==> config.mk <==
export PLATFORM = sky130hd
export DESIGN_NAME = digit_scan_ctrl
export DESIGN_NICKNAME = d
export VERILOG_FILES = /design/src/rtl/digit_scan_ctrl.sv
export SDC_FILE = /design/constraint.sdc
export NUM_CORES = 1
export LEC_CHECK = 0
export ABC_AREA = 1
export CAP_MARGIN = 20
export CELL_PAD_IN_SITES_DETAIL_PLACEMENT = 0
export CELL_PAD_IN_SITES_GLOBAL_PLACEMENT = 1
export CORE_UTILIZATION = 40
export DETAILED_ROUTE_END_ITERATION = 7
export PLACE_DENSITY = 0.82
export SLEW_MARGIN = 30
export SYNTH_ARGS = -nofsm -noshare
export SYNTH_HDL_FRONTEND = slang
export SYNTH_SLANG_ARGS = --single-unit
==> constraint.sdc <==
create_clock -name i_clk -period 2 [get_ports i_clk]
set_input_delay 0.4 -clock i_clk [delete_from_list [all_inputs] [get_ports i_clk]]
set_output_delay 0.4 -clock i_clk [all_outputs]
set_load 0.01 [all_outputs]
==> src/rtl/digit_scan_ctrl.sv <==
// Multiplexed LED digit scanner: steps o_sel every CLK_DIV enabled cycles, data snapshotted per frame.
// Latency: o_sel/o_nibble/o_dp/o_frame are registered and change together. Backpressure: i_en low freezes everything.
// Optional dwell-start blanking when SCAN_BLANK_EN is defined (o_blank tied low otherwise).
module digit_scan_ctrl #(
    parameter int CLK_DIV   = 50000,
    parameter int DIGITS    = 8,
    parameter int BLANK_CYC = 16
) (
    input  logic        i_clk,
    input  logic        i_rst_n,
    input  logic        i_en,
    input  logic [31:0] i_data,
    input  logic [7:0]  i_dp,
    output logic [2:0]  o_sel,
    output logic [3:0]  o_nibble,
    output logic        o_dp,
    output logic        o_frame,
    output logic        o_blank
);
    localparam int PW = $clog2(CLK_DIV);

    typedef enum logic {IDLE, SCAN} state_t;

    state_t          state_q, state_d;
    logic [PW-1:0]   presc_q, presc_d;
    logic [2:0]      sel_q, sel_d;
    logic [31:0]     snap_dat_q, snap_dat_d;
    logic [7:0]      snap_dp_q, snap_dp_d;
    logic [3:0]      nibble_q, nibble_d;
    logic            dp_q, dp_d;
    logic            frame_q, frame_d;

    always_comb begin
        state_d    = state_q;
        presc_d    = presc_q;
        sel_d      = sel_q;
        snap_dat_d = snap_dat_q;
        snap_dp_d  = snap_dp_q;
        frame_d    = 1'b0;
        if (i_en) begin
            case (state_q)
                IDLE: begin
                    state_d    = SCAN;
                    snap_dat_d = i_data;
                    snap_dp_d  = i_dp;
                end
                SCAN: begin
                    if (presc_q == PW'(CLK_DIV - 1)) begin
                        presc_d = '0;
                        if (sel_q == 3'(DIGITS - 1)) begin
                            sel_d      = 3'd0;
                            frame_d    = 1'b1;
                            snap_dat_d = i_data;
                            snap_dp_d  = i_dp;
                        end else begin
                            sel_d = sel_q + 3'd1;
                        end
                    end else begin
                        presc_d = presc_q + PW'(1);
                    end
                end
                default: ;
            endcase
        end
        // Data is picked from the next select and next snapshot so select and data never skew.
        nibble_d = snap_dat_d[{sel_d, 2'b00} +: 4];
        dp_d     = snap_dp_d[sel_d];
    end

`ifdef SCAN_BLANK_EN
    logic blank_q, blank_d;

    always_comb begin
        blank_d = (state_d == IDLE) || (32'(presc_d) < BLANK_CYC);
    end

    always_ff @(posedge i_clk or negedge i_rst_n) begin
        if (!i_rst_n) blank_q <= 1'b0;
        else          blank_q <= blank_d;
    end

    assign o_blank = blank_q;
`else
    localparam int unused_blank_cyc = BLANK_CYC;
    assign o_blank = 1'b0;
`endif

    always_ff @(posedge i_clk or negedge i_rst_n) begin
        if (!i_rst_n) begin
            state_q    <= IDLE;
            presc_q    <= '0;
            sel_q      <= 3'd0;
            snap_dat_q <= '0;
            snap_dp_q  <= '0;
            nibble_q   <= 4'd0;
            dp_q       <= 1'b0;
            frame_q    <= 1'b0;
        end else begin
            state_q    <= state_d;
            presc_q    <= presc_d;
            sel_q      <= sel_d;
            snap_dat_q <= snap_dat_d;
            snap_dp_q  <= snap_dp_d;
            nibble_q   <= nibble_d;
            dp_q       <= dp_d;
            frame_q    <= frame_d;
        end
    end

    assign o_sel    = sel_q;
    assign o_nibble = nibble_q;
    assign o_dp     = dp_q;
    assign o_frame  = frame_q;
endmodule

Word-level counts from Yosys, hierarchy flattened:

Cells that the tools add are included.

* logic and storage cells: 35
* input bits: 43
* bits in registers: 66

* bitwise operators: 1
* add/subtract/negate cells: 2
* muxes and demuxes: 19
* reduce and logical (&&, ||, !) cells: 1
* $lt $le $gt $ge: 1
* equal/unequal tests: 2
* shifts and indexed selects: 1

Operator list (count)
* 32-bit 2-to-1 mux: 3
* 32-bit case mux with 2 select lines: 1
* 32-bit by 6-bit variable part select with 4-bit output: 1
* 8-bit 2-to-1 mux: 3
* 16-bit by 1-bit adder with 16-bit output (second input constant): 1
* 16-bit == test (second input constant): 1
* 16-bit 2-to-1 mux: 1
* 8-bit case mux with 2 select lines: 1
* 3-bit 2-to-1 mux: 4
* 1-bit 2-to-1 mux: 5
* 3-bit by 4-bit < comparator with 1-bit output (second input constant): 1
* 3-bit by 1-bit adder with 3-bit output (second input constant): 1
* 1-bit binary-select mux with 3-bit select: 1
* 3-bit == test (second input constant): 1
* 2-bit AND reduction: 1
* 1-bit NOT: 1

Longest topological paths before layout:

* word-level depth: 7
* mapped depth: 15
* gate-level depth less buffers: 14

Worst setup path before layout:

OpenSTA, ideal clock, no wires.

* path kind: register -> register
* start point: register sel_q[0] (netlist: o_sel[0])
* end point: register dp_q (netlist: o_dp)
* buffers on the path: 1
* clock period less this slack: 1.862 ns
* setup slack: 0.138 ns
* arrival time: 1.745 ns
* required time: 1.883 ns
* setup time: 0.117 ns
* stages on the path, launching flop included: 13
* path through: dfrtp_1 ha_1 ha_1 or2_2 nand4_1 nand2_1 inv_2 buf_2 nand3_1 nand3_1 nand2_1 nand2_1 nand2_1

* cells in the longest elaborated chain, start to end: 7
* elaborated cells on any way between the ends: 12
* those cells by class: add/sub: 1; eq/ne: 1; mux: 10

Ends and longest elaborated chain
* start, declared: RTL line 26 `logic [2:0] sel_q, sel_d;`
* start signal, assigned: RTL line 101 `sel_q <= sel_d;`
* 3-bit by 1-bit adder with 3-bit output or 3-bit == test (tied branches): RTL line 56, 50
* 3-bit 2-to-1 mux: RTL line 50 `if (sel_q == 3'(DIGITS - 1)) begin`
* 3-bit 2-to-1 mux: RTL line 48 `if (presc_q == PW'(CLK_DIV - 1)) begin`
* 3-bit 2-to-1 mux: RTL line 41 `case (state_q)`
* 3-bit 2-to-1 mux (*): RTL line 40 `if (i_en) begin`
* named net sel_d[0]: RTL line 26
* 1-bit binary-select mux with 3-bit select (*): RTL line 67 `dp_d = snap_dp_d[sel_d];`
* 1-bit 2-to-1 mux (not written as such) (*): RTL line 67
* named net dp_d: RTL line 30 `logic dp_q, dp_d;`
* end signal, assigned: RTL line 105 `dp_q <= dp_d;`
* end, declared: RTL line 30

Mark *: on every way through the listed nets, which the timed path passes. The rest lies on a longest branch. The select of a mux whose other input is x is not followed.
A chain may end at the register's enable or synchronous reset.

Worst setup path after layout:

* start point: register sel_q[0] (netlist: o_sel[0])
* end point: register nibble_q[0] (netlist: o_nibble[0])

* cells in the longest elaborated chain, start to end: 6
* elaborated cells on any way between the ends: 11
* those cells by class: add/sub: 1; eq/ne: 1; shift: 1; mux: 8

Ends and longest elaborated chain
* 3-bit by 1-bit adder with 3-bit output or 3-bit == test (tied branches): RTL line 56, 50
* 3-bit 2-to-1 mux or 32-bit 2-to-1 mux (tied branches): RTL line 50
* 3-bit 2-to-1 mux or 32-bit 2-to-1 mux (tied branches): RTL line 48
* 3-bit 2-to-1 mux or 32-bit case mux with 2 select lines (tied branches): RTL line 41
* 3-bit 2-to-1 mux or 32-bit 2-to-1 mux (tied branches): RTL line 40
* 32-bit by 6-bit variable part select with 4-bit output (*): RTL line 66 `nibble_d = snap_dat_d[{sel_d, 2'b00} +: 4];`
* named net nibble_d[0]: RTL line 29 `logic [3:0] nibble_q, nibble_d;`
* end signal, assigned: RTL line 104 `nibble_q <= nibble_d;`
* end, declared: RTL line 29

Mark *: on every way through the listed nets, which the timed path passes. The rest lies on a longest branch.

==> impl_results.md <==
* Status: finished, violations left
* Violated checks: hold timing
* Minimum clock period at between 1.5 and 2 ns
* Crit share post-route at 0.9770
* Initial antenna violation count at 0
* Via count at approximately 3200
* Starting density of the core at 0.4211
* Switching Share at 0.3184
* Gr ovfl total at 0
* Final Setup Violations at 0
* Seq cells post-synth at 66
* Final hold slack at -0.005338 ns
* Clock buffer depth at 2
* Placer Congestion at 0.8266
* Clock Power Share at 0.300
* Clk sinks at 66
* Yosys top cell by area: dfrtp_1
* Slew Limit Fails at 0
* Unrepaired setup endpoints after global routing: yes
* Most frequent cells in the layout: nand2_1 (107), nand3_1 (67), dfrtp_1 (65)
* CP Class: flop to flop
* Total CTS buffers at 9
* Synth Cell Area at 3530 um^2
* Sequential power share at 0.426
* Root buffer cell: clkbuf_8
* CP Launch Type: flop
* Hold_buf cts at 0
* Hold Fails Final Rpt at 15
* # IOs at 53
* Antenna-violating nets left at 0
* Core Rows at 33
* Internal at 2.658 mW
* Latest clock arrival within the worst-skew pair at 0.35 ns
* Psw at 1.241 mW
* First-pass GRT wire length at 14210 um
* Vias in the first global route at 2848
* CP Data Arrival Time at 2.20 ns
* Syn nets at between 400 and 500
* Top cells by area, synth: dfrtp_1 (47%), nand3_1 (14%), nand2_1 (13%)
* Share of post-route cells with drive strength above 1 at 0.3067
* Peak Freq at 511.8 MHz
* Crit path largest cell delay at 0.39 ns
* Mapped Avg Cell Area at between 8 and 9 um^2
* DRT iter0 DRCs at 173
* WL final at 10110 um
* Final core area utilization at 0.6019
* Maximum fanout along the worst path at 5
* R2R Setup Slk at 0.05 ns
* Sequential-to-total area share from yosys stat at 0.4679
* Number of max-cap violations at 0
* Pre-antenna DRT Iters at 5
* Cell breakdown of the critical path: ha_2, ha_4, or2_2, nand4_1, nand2_2, clkinv_4, clkbuf_16, nand3_1, nand3_2, nand2_1, nand2_1, nand2_1
* Area share of the largest cell type after synthesis at 0.4679
* Commonest non-fill, non-tap cell in the layout: nand2_1
* Worst-path clk slew at 0.08 ns
* Dpl hpwl at about 6600 um
* Total GRT Usage at 0.2094
* HP Class: input pin to asynchronous set/reset pin
* Drt wl/cell at 16.05 um
* Combinational Power Share at 0.275
* Die height at 95.94 um
* I/O Buffers at 51
* CTS tree: done
* Worst EP required at 2.25 ns
* Pwr dens at 772.9 nW/um^2
* Core area at 8382 um^2
* Cell mode on critical path: nand2_1
* Vias per inst at 5.144
* Ys Warns at 0
* Pin count of the biggest net entering global routing at 39
* DRC at 0
* Fin Clk Skew at between 0.008 and 0.009 ns
* R2R cell count at 12
* Die width at 95.94 um
* Peak supply drop at 0.3606 mV
* Nets at between 500 and 600
* Crit end category: flop
* Leakage at between 2 and 3 nW
* Die Area at 9204 um^2
* Post-synth cell types at 33
* Post-Syn Instances at 433
* H-tree Lvls at 3
* Highest-delay cell along the critical path: dfrtp_1
* P&R area growth vs syn at 42.93%
* Antenna Cells at 0
## critical path, delay by kind of cell (launching register included)
kind / cells / cell delay [ns]
simple gates: 8 / 0.86
flops: 1 / 0.39
fa+ha+maj: 2 / 0.37
buf+inv: 2 / 0.25
## registers in the layout, indices dropped and copies added, names as in the netlist
register	count
snap_dp_q	8
presc_q	16
snap_dat_q	32
o_dp	1
o_nibble	4
state_q	1
o_frame	1
o_sel	3
## per-stage QoR
stage | instance area, um^2 | setup slack (ns) | setup TNS [ns] | instances | total power [mW]
detailed placement | 4278 | 0.01839 | 0 | 594 | 2.567
floorplan | 3530 | 0.1379 | 0 | 433 | 2.173
finish | 5045 | 0.04595 | 0 | 630 | 3.899
global placement | 4278 | 0.02536 | 0 | 594 | 2.544
global route | 5045 | -0.08704 | -0.2578 | 630 | 4.116
CTS | 4481 | 0.01405 | 0 | 610 | 3.721
## routing by layer
layer / track usage / share of wire
met5: 0 / 0
met4: 0.07836 / 0.015
met3: 0.03081 / 0.040
met2: 0.3101 / 0.48
met1: 0.3083 / 0.47
## worst paths after layout
| check | startpoint | to |
|---|---|---|
| setup / recovery | o_sel[0] | o_nibble[0] |
| hold / removal | i_rst_n | presc_q[6] |
| setup reg to reg | o_sel[0] | o_nibble[0] |
| hold reg to reg | snap_dat_q[15] | snap_dat_q[15] |
| max in group asynchronous | i_rst_n | state_q |
| min in group i_clk | i_en | o_frame |
## power by group through the flow
stage | clock, mW | sequential [mW] | combinational [mW]
after global routing | 1.25 | 1.68 | 1.19
after floorplan | 0 | 1.66 | 0.509
final | 1.17 | 1.66 | 1.07
after global placement | 0 | 1.65 | 0.893
after detailed placement | 0 | 1.66 | 0.909
after CTS | 1.18 | 1.63 | 0.912
## Yosys cell counts
cell      count
or2_1         2
inv_1        30
nor3_1        6
a21oi_1       3
ha_1          4
buf_4         4
xnor2_1       1
clkinv_2      1
nand3_2      11
nand3_4       1
o21ai_0       6
xor2_1        4
a31oi_1       2
nand2_4       1
nor4_1        3
nand3b_1      2
conb_1        1
inv_2         5
nor2_2        4
nor2_4        3
nand2_2      13
nand3_1      96
buf_2         9
clkbuf_1      2
o21ai_2       2
a211oi_1      1
dfrtp_1      66
a221oi_1      1
nor2_1        7
nand4_1       7
buf_6         7
nand2_1     126
or2_2         2
## cell type report
type                            count  area, um^2
Clock buffer                       10       137.6
Clock inverter                      6       65.06
Fill cell                         736        3337
Inverter                           36       141.4
Multi-Input combinational cell    309        1854
Sequential cell                    66        1653
Tap cell                          105       131.4
Timing Repair Buffer               98        1062
## logic make-up after synthesis
logic type | after synthesis | share of synthesized area
AOI/OAI and AO/OA | 15 | 0.02588
xor gates and xnor gates | 5 | 0.01241
buffers and inverters | 58 | 0.08437
adders and majority gates | 4 | 0.01418
other | 1 | 0.001062
DFF | 66 | 0.4679
and+or+nand+nor | 284 | 0.3942
## timing repair
action,4_1_cts,5_1_grt
gates resized for setup,0,66
setup buffers,0,10
hold endpoints to repair,0,0
setup endpoints to repair,0,5
No activity file was read; power rests on OpenSTA's default activity.
